**config.mk**
```make
export PLATFORM = sky130hd
export DESIGN_NAME = qs_fifo_prog
export DESIGN_NICKNAME = d
export VERILOG_FILES = /design/src/rtl/qs_fifo_prog.sv
export SDC_FILE = /design/constraint.sdc
export NUM_CORES = 1
export LEC_CHECK = 0
export BUFFER_PORTS_ARGS = -buffer_cell sky130_fd_sc_hd__buf_2
export CAP_MARGIN = 20
export CORE_MARGIN = 2
export CORE_UTILIZATION = 50
export DETAILED_ROUTE_END_ITERATION = 8
export GPL_ROUTABILITY_DRIVEN = 0
export GPL_TIMING_DRIVEN = 0
export PLACE_DENSITY = 0.76
export SLEW_MARGIN = 0
export SYNTH_ARGS = -nofsm -noshare
export SYNTH_HDL_FRONTEND = slang
export SYNTH_SLANG_ARGS = --single-unit
```
**constraint.sdc**
```tcl
create_clock -name clk -period 2 [get_ports clk]
set_input_delay 0.2 -clock clk [delete_from_list [all_inputs] [get_ports clk]]
set_output_delay 0.2 -clock clk [all_outputs]
set_load 0.02 [all_outputs]
```
**src/rtl/qs_fifo_prog.sv**
```systemverilog
// ============================================================================
// qs_fifo_prog : synchronous FIFO, any depth >= 2, occupancy count, programmable
//                almost-full/empty, registered read. Option: QS_FIFO_ERR_FLAGS_EN
// Revision     : 1.0
// ============================================================================
`default_nettype none

module qs_fifo_prog #(
    parameter int DATA_W    = 8,
    parameter int DEPTH     = 4,
    parameter int AF_THRESH = DEPTH - 1,
    parameter int AE_THRESH = 1
) (
    input  logic              clk,
    input  logic              reset,
    input  logic              push_i,
    input  logic [DATA_W-1:0] push_data_i,
    input  logic              pop_i,
    output logic [DATA_W-1:0] pop_data_o,
    output logic              pop_valid_o,
    output logic [$clog2(DEPTH+1 > 2 ? DEPTH+1 : 2)-1:0] count_o,
    output logic              full_o,
    output logic              empty_o,
    output logic              almost_full_o,
    output logic              almost_empty_o,
    output logic              overflow_o,
    output logic              underflow_o
);

    function automatic int clog2_f(input int v);
        int r;
        r = 0;
        for (int x = v - 1; x > 0; x = x >> 1) r++;
        return (r < 1) ? 1 : r;
    endfunction

    localparam int c_PTR_W = clog2_f(DEPTH);
    localparam int c_CNT_W = clog2_f(DEPTH + 1);

    logic [DATA_W-1:0]  r_mem [DEPTH];
    logic [c_PTR_W-1:0] r_wr_ptr;
    logic [c_PTR_W-1:0] r_rd_ptr;
    logic [c_CNT_W-1:0] r_count;
    logic [DATA_W-1:0]  r_pop_data;
    logic               r_pop_valid;
    logic               w_full;
    logic               w_empty;
    logic               w_push_acc;
    logic               w_pop_acc;

    assign w_full     = (r_count == c_CNT_W'(DEPTH));
    assign w_empty    = (r_count == '0);
    assign w_push_acc = push_i & ~w_full;
    assign w_pop_acc  = pop_i & ~w_empty;

    // Storage is deliberately left out of reset.
    always_ff @(posedge clk) begin
        if (!reset && w_push_acc) begin
            r_mem[r_wr_ptr] <= push_data_i;
        end
    end

    always_ff @(posedge clk) begin
        if (reset) begin
            r_wr_ptr    <= '0;
            r_rd_ptr    <= '0;
            r_count     <= '0;
            r_pop_data  <= '0;
            r_pop_valid <= 1'b0;
        end else begin
            if (w_push_acc) begin
                r_wr_ptr <= (r_wr_ptr == c_PTR_W'(DEPTH - 1)) ? '0 : r_wr_ptr + c_PTR_W'(1);
            end
            if (w_pop_acc) begin
                r_rd_ptr   <= (r_rd_ptr == c_PTR_W'(DEPTH - 1)) ? '0 : r_rd_ptr + c_PTR_W'(1);
                r_pop_data <= r_mem[r_rd_ptr];
            end
            r_pop_valid <= w_pop_acc;
            if (w_push_acc && !w_pop_acc) begin
                r_count <= r_count + c_CNT_W'(1);
            end else if (w_pop_acc && !w_push_acc) begin
                r_count <= r_count - c_CNT_W'(1);
            end
        end
    end

`ifdef QS_FIFO_ERR_FLAGS_EN
    logic r_overflow;
    logic r_underflow;

    // Sticky until reset: a single misuse stays visible to slow monitors.
    always_ff @(posedge clk) begin
        if (reset) begin
            r_overflow  <= 1'b0;
            r_underflow <= 1'b0;
        end else begin
            if (push_i && w_full)  r_overflow  <= 1'b1;
            if (pop_i  && w_empty) r_underflow <= 1'b1;
        end
    end

    assign overflow_o  = r_overflow;
    assign underflow_o = r_underflow;
`else
    assign overflow_o  = 1'b0;
    assign underflow_o = 1'b0;
`endif

    assign pop_data_o     = r_pop_data;
    assign pop_valid_o    = r_pop_valid;
    assign count_o        = r_count;
    assign full_o         = w_full;
    assign empty_o        = w_empty;
    assign almost_full_o  = (r_count >= c_CNT_W'(AF_THRESH));
    assign almost_empty_o = (r_count <= c_CNT_W'(AE_THRESH));

endmodule

`default_nettype wire

```
==> impl.org, run 1 <==
** Clock network
- The later pin in the worst-skew pair is clocked with a latency of 0.30 ns.
- After clock tree synthesis, the setup repair step added 0 buffers.
- TritonCTS created 5 clock buffers.
- Clock tree root driver cell :: sky130_fd_sc_hd__clkbuf_8
- TritonCTS built the clock tree.
- Clock sink count :: 48
- Clk pin slew, worst setup/hold paths :: 0.08 ns
- The number of hold buffers added after CTS was 0.
- Maximum number of buffers from clock root to sink :: 2
- The clock tree synthesis step divided the H-tree into 2 levels.

** Timing
- Setup violations, final :: 0
- The worst pin sits at a relative slew slack of 66.3%.
- In the finished design, the share of the clock period the worst path needs comes to 95.4%.
- The final-report max-slew violation count is 0.
- Fin. Hold Viols :: 0
- Shortest period the worst path allows :: 1.91 ns
- For this run, the top clock speed supported by timing is 524 MHz.
- Worst clock skew on the final layout :: 0.00864 ns
- Transition time of the tightest slew-check pin :: 0.506 ns
- Setup repair after global routing could not meet its margin everywhere.

** Global route
- The via count of the first global-routing pass is 1223.
- The initial antenna violation count was 0.
- Global routing used 17.9% of the available tracks.
- Remaining Overflow, GRT :: 0
- Entering global routing, the biggest net connects 15 pins.
- Wire length of the first global-routing pass :: 5720 µm

** Setup path
- Start of the worst register-to-register path :: count_o[1]
- For this run, the slowest stage of the critical path takes 0.38 ns.
- Along the worst path, the maximum fanout reaches 8.
- The worst setup path is captured at a register.
- Counting both buffers and inverters, the worst setup path holds a total of 1.
- Crit. Startpoint :: count_o[1]
- In this run the critical register-to-register path is captured at r_mem[0][7].
- Depth of the critical timing path with buffers and inverters included :: 5
- Cell chain of the critical path :: inv_1, ha_1, a21boi_2, nor2b_1, and2_2
- The setup check on the worst reg-to-reg path leaves a slack of 0.09 ns.
- Critical-path cell with the highest stage delay :: sky130_fd_sc_hd__dfxtp_1
- The critical path ends at r_mem[0][7].
- The worst register-to-register path has a depth of 5.
- Critical path type :: register to register
- For the worst setup path, the data required time is 1.98 ns.
- STA classifies the critical path startpoint as a register.
- The kind of cell with the highest combined delay along the critical path is simple AND/OR/NAND/NOR gates.
- Data arrives at the worst endpoint at 1.89 ns.

** Floorplanning
- Cell Rows :: 23
- Core Box Area :: 3940 µm²
- Initial core utilization :: 51.0%
- IO Count :: 30
- Die boundary height :: 67.4 µm
- Die Area :: 4540 µm²
- Measured along the x axis, the die boundary spans 67.4 µm.

** Pwr
- Overall power consumption after layout is estimated at 2.95 mW.
- Power spread over the standard cell area amounts to 1270 nW/µm².
- Switching portion of total power :: 33.2%
- Worst ir drop on vdd :: 0.000637 V
- Comb pwr share :: 34.1%
- Sequential cells burn 43.0% of the power.
- In this run the power spent charging and discharging nets is 0.977 mW.
- The share of total power dissipated in the clock network is 22.8%.
- Internal power :: 1.97 mW
- For this design the static power due to leakage is 0.893 nW.

** Drt
- The final layout contains routed wiring with a total length of 3570 µm.
- Count of TritonRoute iterations in the first routing pass :: 5
- Dividing the detail-routed via count by the number of cells gives 5.24.
- Total vias in the final route :: 1205
- Dividing the detail-routed wire length by the instance count gives 15.5 µm.
- Drc violations :: 0
- Drt initial violations :: 82
- Remaining antenna violation count after routing :: 0

** Layout
- Synth-to-Final Area Change :: 15.7%
- Number of nets in the layout :: 202
- The repair_antennas step left the layout with diodes totalling 0.
- Cells fill 59.0% of the core in the end.
- With fillers left out, the area of the finished cells amounts to 2330 µm².
- Fraction of final layout cells sized beyond drive strength 1 :: 29.4%
- The finished layout holds 230 standard cells, fillers aside.

** Synth
- For this run, the register share of the synthesized area comes to 63.7%.
- Counting every instance in the synthesized netlist gives 145.
- Number of distinct library cells after synthesis :: 25
- Averaged over all synthesized cells, the footprint is 13.9 µm².
- Number of flops mapped to enable cells by yosys :: 32
- Most used flip-flop cell after synthesis :: sky130_fd_sc_hd__edfxtp_1
- The Yosys step of the flow raised 0 warnings.
- For this run, asynchronously set or reset flops after synthesis account for 0%.
- Post-synth design cell area :: 2010 µm²
- Number of synthesized register bits :: 48

** Placement
- Cell total after placement :: 222
- Detailed placement ended at an HPWL of 2480 µm.
- In this run the tool buffered the top-level ports with 26 buffer cells.
- Instance area after placement :: 2210 µm²

** Worst hold path
- The worst hold path belongs to the class input port to register.

** Flow run
- Number of max-cap violations :: 0

** Status
- Outcome :: complete, no violations
[worst register-to-register path, stage by stage, from the launching register on]
cell                       delay, ns
sky130_fd_sc_hd__dfxtp_1        0.38
sky130_fd_sc_hd__inv_1          0.11
sky130_fd_sc_hd__ha_1           0.23
sky130_fd_sc_hd__a21boi_2       0.27
sky130_fd_sc_hd__nor2b_1        0.27
sky130_fd_sc_hd__and2_2         0.34
[cell usage after synthesis (all sizes together) (2+ instances only)]
cell    number  share of area (%)
and2         5                1.6
inv          7                1.3
nor2         9                1.7
mux4         8                9.0
clkbuf       5               0.93
ha          11                6.8
edfxtp      32                 48
o21ai       12                3.0
dfxtp       16                 16
nor2b        2               0.62
a21oi       12                3.0
nand3        9                2.2
mux2i        3                1.5
buf          5                1.6
[routing by layer]
layer / GRT usage (%) / share of wire [%]
met2: 31.7 / 52
met3: 5.67 / 4.7
met5: 0 / 0
met4: 4.34 / 1.1
met1: 21.1 / 42
[state kept, by name (all words and copies together) (netlist names)]
register and cells:
pop_data_o 8, r_wr_ptr 2, count_o 3, pop_valid_o 1, r_rd_ptr 2, r_mem 32
[how the worst min path moves through the flow]
stage / cells after the start / startpoint / end / slack (ns)
after floorplan: 0 / push_data_i[0] / r_mem[0][0] / 0.30
after global placement: 1 / push_data_i[7] / r_mem[0][7] / 0.41
after detailed placement: 1 / push_data_i[4] / r_mem[1][4] / 0.42
after CTS: 1 / push_data_i[4] / r_mem[1][4] / 0.10
after global routing: 1 / push_data_i[4] / r_mem[3][4] / 0.11
final: 1 / push_data_i[4] / r_mem[1][4] / 0.11
[power groups by stage]
| stage | Sequential, mW | Clock (mW) | Combinational (mW) |
|---|---|---|---|
| finish | 1.27 | 0.673 | 1.01 |
| detailed placement | 1.29 | 0 | 1.00 |
| CTS | 1.26 | 0.685 | 1.01 |
| global route | 1.28 | 0.716 | 1.12 |
| floorplan | 1.35 | 0 | 0.652 |
| global placement | 1.27 | 0 | 0.970 |
[cell usage in the layout (no fill, tap or decap), types with 8 or more instances in the layout]
master / netlist / routed
sky130_fd_sc_hd__edfxtp_1: 32 / 32
sky130_fd_sc_hd__buf_2: 2 / 27
sky130_fd_sc_hd__dfxtp_1: 16 / 15
sky130_fd_sc_hd__o21ai_0: 12 / 12
sky130_fd_sc_hd__a21oi_1: 12 / 12
sky130_fd_sc_hd__ha_1: 11 / 11
sky130_fd_sc_hd__nor2_1: 9 / 9
sky130_fd_sc_hd__nand3_1: 9 / 9
sky130_fd_sc_hd__mux4_2: 8 / 8
[per-stage QoR]
stage	hold slack, ns	worst slack (ns)	setup TNS [ns]
finish	0.112	0.0922	0
global route	0.112	-0.0561	-1.42
CTS	0.104	0.0149	0
detailed placement	0.417	-0.218	-6.19
global placement	0.408	-0.141	-4.09
floorplan	0.299	0.000966	0
[logic make-up (layout without fill, tap and decap cells)]
group | Yosys count | in the layout | share of synthesized area [%]
and+or+nand+nor | 29 | 29 | 7.34
adders and majority gates | 11 | 11 | 6.84
buffers and inverters | 17 | 51 | 3.86
other | 1 | 2 | 0.187
xor gates and xnor gates | 2 | 2 | 0.871
AOI/OAI and AO/OA | 26 | 26 | 6.72
DFF | 48 | 48 | 63.7
muxes | 11 | 11 | 10.5
[timing repair]
item                                    in CTS  in global routing
endpoints found under the hold margin        0                  0
gates resized for setup                      5                  2
endpoints found under the setup margin      32                 35
cloned                                       0                  0
[area by class of cell]
cell class | count | area [µm²]
flip-flops and latches | 48 | 1280
fillers | 336 | 1620
clock buffers | 6 | 72.6
multi-input cells | 81 | 664
repair buffers | 26 | 130
clock inverters | 2 | 35.0
well taps | 50 | 62.6
inverters | 7 | 26.3
plain buffers | 10 | 53.8
Note: power is estimated with default switching activity, not from simulation.
==> inputs of run 2 (changes only) <==
ABC_AREA = 1   (was default)
==> run 2 against run 1 <==
Total power is 4.4% higher. Clock skew increased by 0.0025 ns. Synthesized cell count grew 47%. Sequential share of layout area shrank 3.0 points. Combinational power up 24%. Via count increased by 20%. Critical path depth increased by 2. Routed wire length increased by 5.1%. First-iteration DRC count shrank 50%. Die area is 5.2% higher. Critical path type unchanged. Critical endpoint is now r_mem[0][5]. Largest cell class unchanged.
==> impl.org, run 2 <==
** Drt
- Total vias in the final route :: 1444
- Detailed routing placed a total of 1870 µm of wire on met2.
- In this run the remaining antenna-violating nets after routing total 0.
- WL met1 :: 1690 µm
- In the routed layout, each cell is associated on average with a via count of 4.81.
- In the final routed layout, each cell accounts on average for 12.5 µm.
- In this run, the number of DRC markers left after iteration 0 of detailed routing was 41.
- After detailed routing, the met3 layer carries 157 µm of wire.
- After detailed routing, the total wire length is 3760 µm.
- Top routing layer in use :: met4
- For this run, design rule violations remaining after detail routing come to 0.
- For this run, the detailed router's first-pass iteration total came to 4.

** Synth
- Synth warn :: 0
- The synthesized design contains 32 enable-type register cells.
- Share of flip-flops with an asynchronous set or reset :: 0%
- In the synthesized netlist the dominant register cell turns out to be sky130_fd_sc_hd__edfxtp_1.
- Number of distinct library cells after synthesis :: 17
- Post-Syn Area per Cell :: 9.96 µm²
- Sorting the synthesized cells by area gives the leading types as sky130_fd_sc_hd__edfxtp_1 45%, sky130_fd_sc_hd__dfxtp_1 15%, sky130_fd_sc_hd__nand2_1 11%.
- Synthesis produced a netlist whose cell count is 213.
- After synthesis the cells add up to 2120 µm².
- Most area-hungry cell type in the Yosys netlist :: sky130_fd_sc_hd__edfxtp_1
- In this run, synthesis produced a sequential element count of 48.
- After synthesis, flip-flops and latches occupy 60.4% of the total area.
- In the post-synthesis netlist, the cell with the most instances is sky130_fd_sc_hd__nand2_1.
- The share of synthesized area in the top cell type comes to 45.3%.
- After synthesis, the most frequently instantiated cells are 62 x sky130_fd_sc_hd__nand2_1, 32 x sky130_fd_sc_hd__edfxtp_1, 24 x sky130_fd_sc_hd__inv_1.

** Global route
- Wire length of the first global-routing pass :: 6200 µm
- The via count of the first global-routing pass is 1376.
- Global routing used 16.6% of the available tracks across all layers.
- Remaining Overflow, GRT :: 0
- The initial antenna violation count came to 0.
- Entering global routing, the biggest net connects 15 pins.

** Setup path
- Req. time, crit path :: 1.96 ns
- In this design, the largest share of critical-path delay is due to simple AND/OR/NAND/NOR gates.
- Cell chain of the critical path :: inv_1, ha_2, nand2_1, nand2_1, inv_1, nand2_2, nor2_4
- Setup slack, reg-to-reg :: 0.17 ns
- Capture point of the worst reg-to-reg path :: r_mem[0][5]
- Critical-path cell with the highest stage delay :: sky130_fd_sc_hd__dfxtp_2
- Startpoint class of the critical path :: register
- For this run, the slowest stage of the critical path takes 0.38 ns.
- The worst register-to-register path has a depth of 7.
- The critical path in this run is classified as register to register.
- Of all nets on the critical path, the largest fanout is 8.
- The critical path contains buffers and inverters numbering 2 combined.
- Arr. time, crit path :: 1.79 ns
- Nature of the critical path endpoint :: register
- In this run the critical register-to-register path is launched from count_o[0].

** Layout
- The number of antenna diodes in the final layout is 0.
- Registers take 1280 µm².
- Area of the multi-input gates :: 714 µm²
- Number of flip-flops under the largest register name :: 32
- Most frequent standard cell in the layout excluding fill and tap cells :: sky130_fd_sc_hd__nand2_1
- The post-route netlist has 24.4% of its cells at a drive strength greater than 1.
- Most frequent cells in the layout :: 61 x sky130_fd_sc_hd__nand2_1, 32 x sky130_fd_sc_hd__edfxtp_1, 30 x sky130_fd_sc_hd__buf_2, 23 x sky130_fd_sc_hd__inv_1, 16 x sky130_fd_sc_hd__nand3_1
- At the end of the flow, the number of nets in the layout was 272.
- Synth-to-Final Area Change :: 16.0%
- Count of fill cells added during filler insertion :: 364
- Register bank with the most flops :: r_mem

** Timing
- Worst clock skew on the final layout :: 0.0111 ns
- Based on the critical path, the design can be clocked at up to 548 MHz.
- Worst hold slack after final layout :: 0.0948 ns
- The final-report max-slew violation count came to 0.
- Counting I/O delays and the setup requirement, the final critical path takes 1.83 ns.
- Setup repair after global routing left no endpoint under its margin.
- The final number of hold-violating endpoints was 0.
- Setup violations, final :: 0
- Post-route fraction of the period consumed by the critical path :: 91.3%
- Sum of negative setup slack :: 0 ns

** Worst hold path
- The path class of the tightest hold or removal check is input port to register.
- Hold path depth :: 2
- The startpoint identified for the worst hold timing path is reset.
- The worst hold path terminates at pop_valid_o.

** Pwr
- Static leakage :: 1.10 nW
- VDD sags by at most 0.000644 V.
- Power density over cell area :: 1250 nW/µm²

** Clock network
- For the worst-skew pair, the clock arrives at the later sink with an insertion delay of 0.29 ns.
- For this design, the CTS-stage hold fixing added 0 buffers.
- TritonCTS clock tree :: done
- Clock tree root driver cell :: sky130_fd_sc_hd__clkbuf_8
- Clk pin slew, worst setup/hold paths :: 0.08 ns
- Maximum number of buffers from clock root to sink :: 2
- The H-tree was split into 2 levels.
- CTS Buf Count :: 5
- Clock sink count :: 48

** Floorplanning
- After floorplanning, the core was sized to cover 4030 µm².
- Initial core utilization :: 52.7%
- Die boundary height :: 69.1 µm
- The initialized floorplan defines 23 standard-cell rows.
- During I/O placement, the number of pins put on the boundary was 30.
- Die Area :: 4780 µm²
- The die is 69.1 µm wide.

** Placement
- The count of buffers added on input and output ports is 27.
- HPWL after detailed placement :: 2560 µm

** Flow run
- Number of max-cap violations :: 0

** Status
- Outcome :: complete, no violations
## run 2: changes by cell type after synthesis, sizes merged, moves of 5 or more
| cell | change |
|---|---|
| nand2 | +63 |
| inv | +20 |
| mux4 | -8 |
| nand3 | +7 |
| and2 | -5 |
| clkbuf | -5 |
| nor2 | +5 |
## run 2: repair_timing
item                       4_1_cts  5_1_grt
pin swaps                        0        2
cloned                           0        0
gates resized for setup          4        8
hold endpoints to repair         0        0
buffers inserted                 0        1
setup endpoints to repair       32       34
## run 2: logic make-up (layout without fill, tap and decap cells)
kind of cell / Yosys count / count (layout) / share of synthesized area (%)
AOI/OAI and AO/OA: 23 / 23 / 6.49
xor gates and xnor gates: 1 / 1 / 0.413
adders and majority gates: 11 / 11 / 6.49
buffers and inverters: 35 / 71 / 7.78
DFF: 48 / 48 / 60.4
other: 1 / 2 / 0.177
and+or+nand+nor: 94 / 94 / 18.3
## run 2: cell type report
class | count | share of cell area, %
clock inverter | 1 | 0.203
clock buffer | 7 | 3.10
buffer | 8 | 2.59
timing repair buffer | 28 | 6.30
multi-input combinational | 131 | 29.0
sequential | 48 | 52.1
tap | 50 | 2.54
inverter | 27 | 4.12
## run 2: stage by stage
step,area (µm²),setup slack (ns),total power [mW],util (%),cells
5_1_grt,2460,0.00616,3.32,61.1,300
3_3_place_gp,2320,-0.201,2.50,57.7,291
2_1_floorplan,2130,0.0343,2.20,-,214
4_1_cts,2410,-0.0824,3.08,59.9,299
6_report,2460,0.174,3.08,61.1,300
3_5_place_dp,2320,-0.243,2.53,57.7,291
## run 2: report_power, final
| group | leakage (nW) | switching (mW) | internal (mW) |
|---|---|---|---|
| Combinational | 0.634 | 0.817 | 0.437 |
| Sequential | 0.423 | 0.0798 | 1.21 |
| Clock | 0.0422 | 0.289 | 0.245 |
## run 2: worst max-delay path by stage
stage / startpoint / end / slack (ns) / cells after the start
6_report: count_o[0] / r_mem[0][5] / 0.17 / 7
5_1_grt: count_o[0] / count_o[2] / 0.006 / 11
4_1_cts: count_o[0] / r_mem[1][2] / -0.08 / 7
3_5_place_dp: count_o[0] / r_mem[1][0] / -0.24 / 7
3_3_place_gp: count_o[0] / r_mem[3][6] / -0.20 / 7
2_1_floorplan: count_o[0] / r_mem[0][0] / 0.03 / 7
## run 2: layer usage
layer,GRT usage [%],vias up
met5,0,-
met4,5.23,0
met3,4.53,4
met2,28.5,33
met1,20.2,652
li1,-,755
## run 2: worst reg2reg max path: stages (launching register included)
cell	delay [ns]
sky130_fd_sc_hd__dfxtp_2	0.38
sky130_fd_sc_hd__inv_1	0.10
sky130_fd_sc_hd__ha_2	0.22
sky130_fd_sc_hd__nand2_1	0.10
sky130_fd_sc_hd__nand2_1	0.09
sky130_fd_sc_hd__inv_1	0.12
sky130_fd_sc_hd__nand2_2	0.17
sky130_fd_sc_hd__nor2_4	0.32
==> inputs of run 3 (changes only) <==
BUFFER_PORTS_ARGS = default   (was -buffer_cell sky130_fd_sc_hd__buf_2)
CTS_BUF_LIST = sky130_fd_sc_hd__clkbuf_2   (was default)
DONT_BUFFER_PORTS = 1   (was default)
MAX_ROUTING_LAYER = met4   (was default)
PLACE_DENSITY = 0.7   (was 0.76)
==> run 3 against run 2 <==
Cell area up 0.81%. Sequential power rose by 10%. Global-route usage is 0.98 points higher. Clock power is 3% lower. Core utilization is 0.50 points higher. Total power shrank 2.4%. Critical endpoint is now count_o[1].
==> impl.org, run 3 (synthesized netlist as in run 2, its figures left out) <==
** Drt
- Once detail routing completed, the nets flagged for antenna violations numbered 0.
- In the routed design, unresolved DRC markers number 0.
- Via-to-Cell Ratio :: 4.92
- For this run, the detailed router's first-pass iteration total came to 4.
- Summed over all layers, the routed wires come to 3880 µm.
- The detailed router placed 1423 vias in this run.
- The detailed router finished its first iteration with 102 violations.
- Dividing the detail-routed wire length by the instance count gives 13.4 µm.

** Pwr
- Power density over cell area :: 1210 nW/µm²
- In this run, flip-flops and latches consume 47.2% of the power.
- The internal portion of the total power is 1.80 mW.
- For this design the static power due to leakage is 1.06 nW.
- Per report_power, the clock group accounts for 17.3% of the total.
- Switching portion of total power :: 40.1%
- Combinational cells account for 35.5% of the total power.
- Summed over all nets, the switching power comes to 1.20 mW.
- Across the VDD grid, the largest voltage drop is 0.000574 V.

** Global route
- Global routing used 17.6% of the available tracks across all layers.
- Summed over all layers, the global routing overflow is 0.
- Largest net degree at the start of global routing :: 16
- The initial antenna violation count came to 0.
- The first global-routing pass estimated 6380 µm of wire.
- Vias in the first global route :: 1390

** Setup path
- Cell chain of the critical path :: inv_1, ha_2, nand2_1, nand2_2, inv_1, ha_1, a21oi_1, o21ai_0, inv_1
- Maximum net fanout on the critical path :: 6
- Across all register-to-register paths, the minimum setup slack is 0.11 ns.
- STA classifies the critical path startpoint as a register.
- Critical path type :: register to register
- Nature of the critical path endpoint :: register
- At the worst endpoint, the arrival time is 2.28 ns.
- STA puts the critical path data required time at 2.39 ns.
- Maximum single-stage delay on the critical path :: 0.44 ns
- On the critical path, the stage with the largest delay is an instance of sky130_fd_sc_hd__dfxtp_4.
- Counting stages on the worst path, the most repeated cell is sky130_fd_sc_hd__inv_1.

** Timing
- The worst path in the final design needs a cycle of 1.89 ns, including I/O delays and setup.
- Adding up every negative setup slack in the final design gives 0 ns.
- Setup slack on the critical path of the routed design comes to 0.109 ns.
- Unrepaired setup endpoints after global routing :: no
- The clock arrives with 0.0238 ns of skew.
- In the finished design, the share of the clock period the worst path needs comes to 94.6%.
- The worst pin sits at a relative slew slack of 57.7%.
- Peak Freq :: 529 MHz
- Fin. Hold Viols :: 0
- Setup violations remaining at the end of the flow were counted as 0.
- At the pin with the least slew margin, the transition time is 0.628 ns.
- The final-report max-slew violation count came to 0.

** Layout
- Synth-to-Final Area Change :: 16.9%
- After the last flow step, the layout net total stands at 261.
- Leaving out fill and tap cells, the most frequent cell in the layout is sky130_fd_sc_hd__nand2_1.
- Finished Core Util :: 61.6%
- r_mem holds more flip-flops than any other register.
- The number of antenna diodes in the final layout is 0.
- The register with the most flip-flops in the layout has 32 of them.
- Leaving out fill and tap cells, the most frequent cells in the layout are 60 x sky130_fd_sc_hd__nand2_1, 32 x sky130_fd_sc_hd__edfxtp_1, 23 x sky130_fd_sc_hd__inv_1, 16 x sky130_fd_sc_hd__nand3_1, 13 x sky130_fd_sc_hd__dfxtp_1.
- In the final layout, the share of cells above drive strength 1 is 18.0%.

** Flow run
- Across the run, the number of max-cap violations was 0.

** Floorplanning
- Core Box Area :: 4030 µm²
- 30 I/O pins were placed.
- Die Area :: 4780 µm²
- The initial utilization of the core area, before any placement, comes to 52.7%.
- Cell Rows :: 23
- Die boundary height :: 69.1 µm
- The die is 69.1 µm wide.

** Placement
- Buffers on Ports :: 0
- Detailed placement finished with a half-perimeter wire length of 2440 µm.
- Dpl ws :: -0.442 ns

** Worst hold path
- The worst hold path belongs to the class input port to register.

** Clock network
- CTS built an H-tree with a depth of 2.
- Counting every sink on the clock net gives 48.
- Clock tree synthesis inserted a total of 5 buffers.
- The later pin in the worst-skew pair is clocked with a latency of 0.43 ns.
- Clock-pin slew was measured on the worst setup and hold paths at 0.25 ns.
- TritonCTS built the clock tree.
- Maximum number of buffers from clock root to sink :: 2
- Clock tree root driver cell :: sky130_fd_sc_hd__clkbuf_2

** Status
- The flow ran to the end, and the final reports show no timing, DRC or antenna violations.
run 3: path summary, 6_finish.rpt:
path,from,end,cells past startpoint
setup / recovery,count_o[0],count_o[1],9
hold / removal,push_data_i[7],r_mem[0][7],1
setup reg to reg,count_o[0],count_o[1],9
hold reg to reg,count_o[0],count_o[0],1
run 3: area by class of cell:
class	count	area (µm²)
fill	323	1550
sequential	48	1290
multi-input combinational	131	717
timing repair buffer	17	183
inverter	27	101
buffer	8	63.8
tap	50	62.6
clock inverter	3	41.3
clock buffer	5	25.0
run 3: power by group through the flow:
stage | Clock [mW] | Sequential, mW | Combinational (mW)
finish | 0.520 | 1.42 | 1.07
global route | 0.566 | 1.44 | 1.20
CTS | 0.531 | 1.42 | 1.05
detailed placement | 0 | 1.43 | 0.975
global placement | 0 | 1.43 | 0.959
floorplan | 0 | 1.41 | 0.797
run 3: per-stage QoR:
step	area, µm²	std cells	hold WS (ns)	total power, mW
after floorplan	2130	214	0.272	2.20
after global routing	2480	289	0.420	3.21
after CTS	2470	289	0.431	3.00
final	2480	289	0.463	3.00
after detailed placement	2190	264	0.274	2.41
after global placement	2190	264	0.273	2.39
run 3: per-layer routing:
layer / track usage, % / up-vias / wire length (µm)
li1: - / 733 / -
met1: 21.4 / 637 / 1770
met2: 26.8 / 45 / 1780
met3: 5.41 / 8 / 252
met4: 8.28 / 0 / 77
met5: - / - / 0
run 3: repair_timing:
item / CTS / global route
buffers inserted: 5 / 0
pin swaps: 4 / 1
resized for setup: 12 / 4
hold buffers: 12 / 0
hold endpoints to repair: 39 / 0
endpoints found under the setup margin: 33 / 30
run 3: critical path, delay by kind of cell (launching register included):
kind	cells	cell delay [ns]
compound gates	2	0.34
fa+ha+maj	2	0.57
buf+inv	3	0.30
flops	1	0.44
simple gates	2	0.21
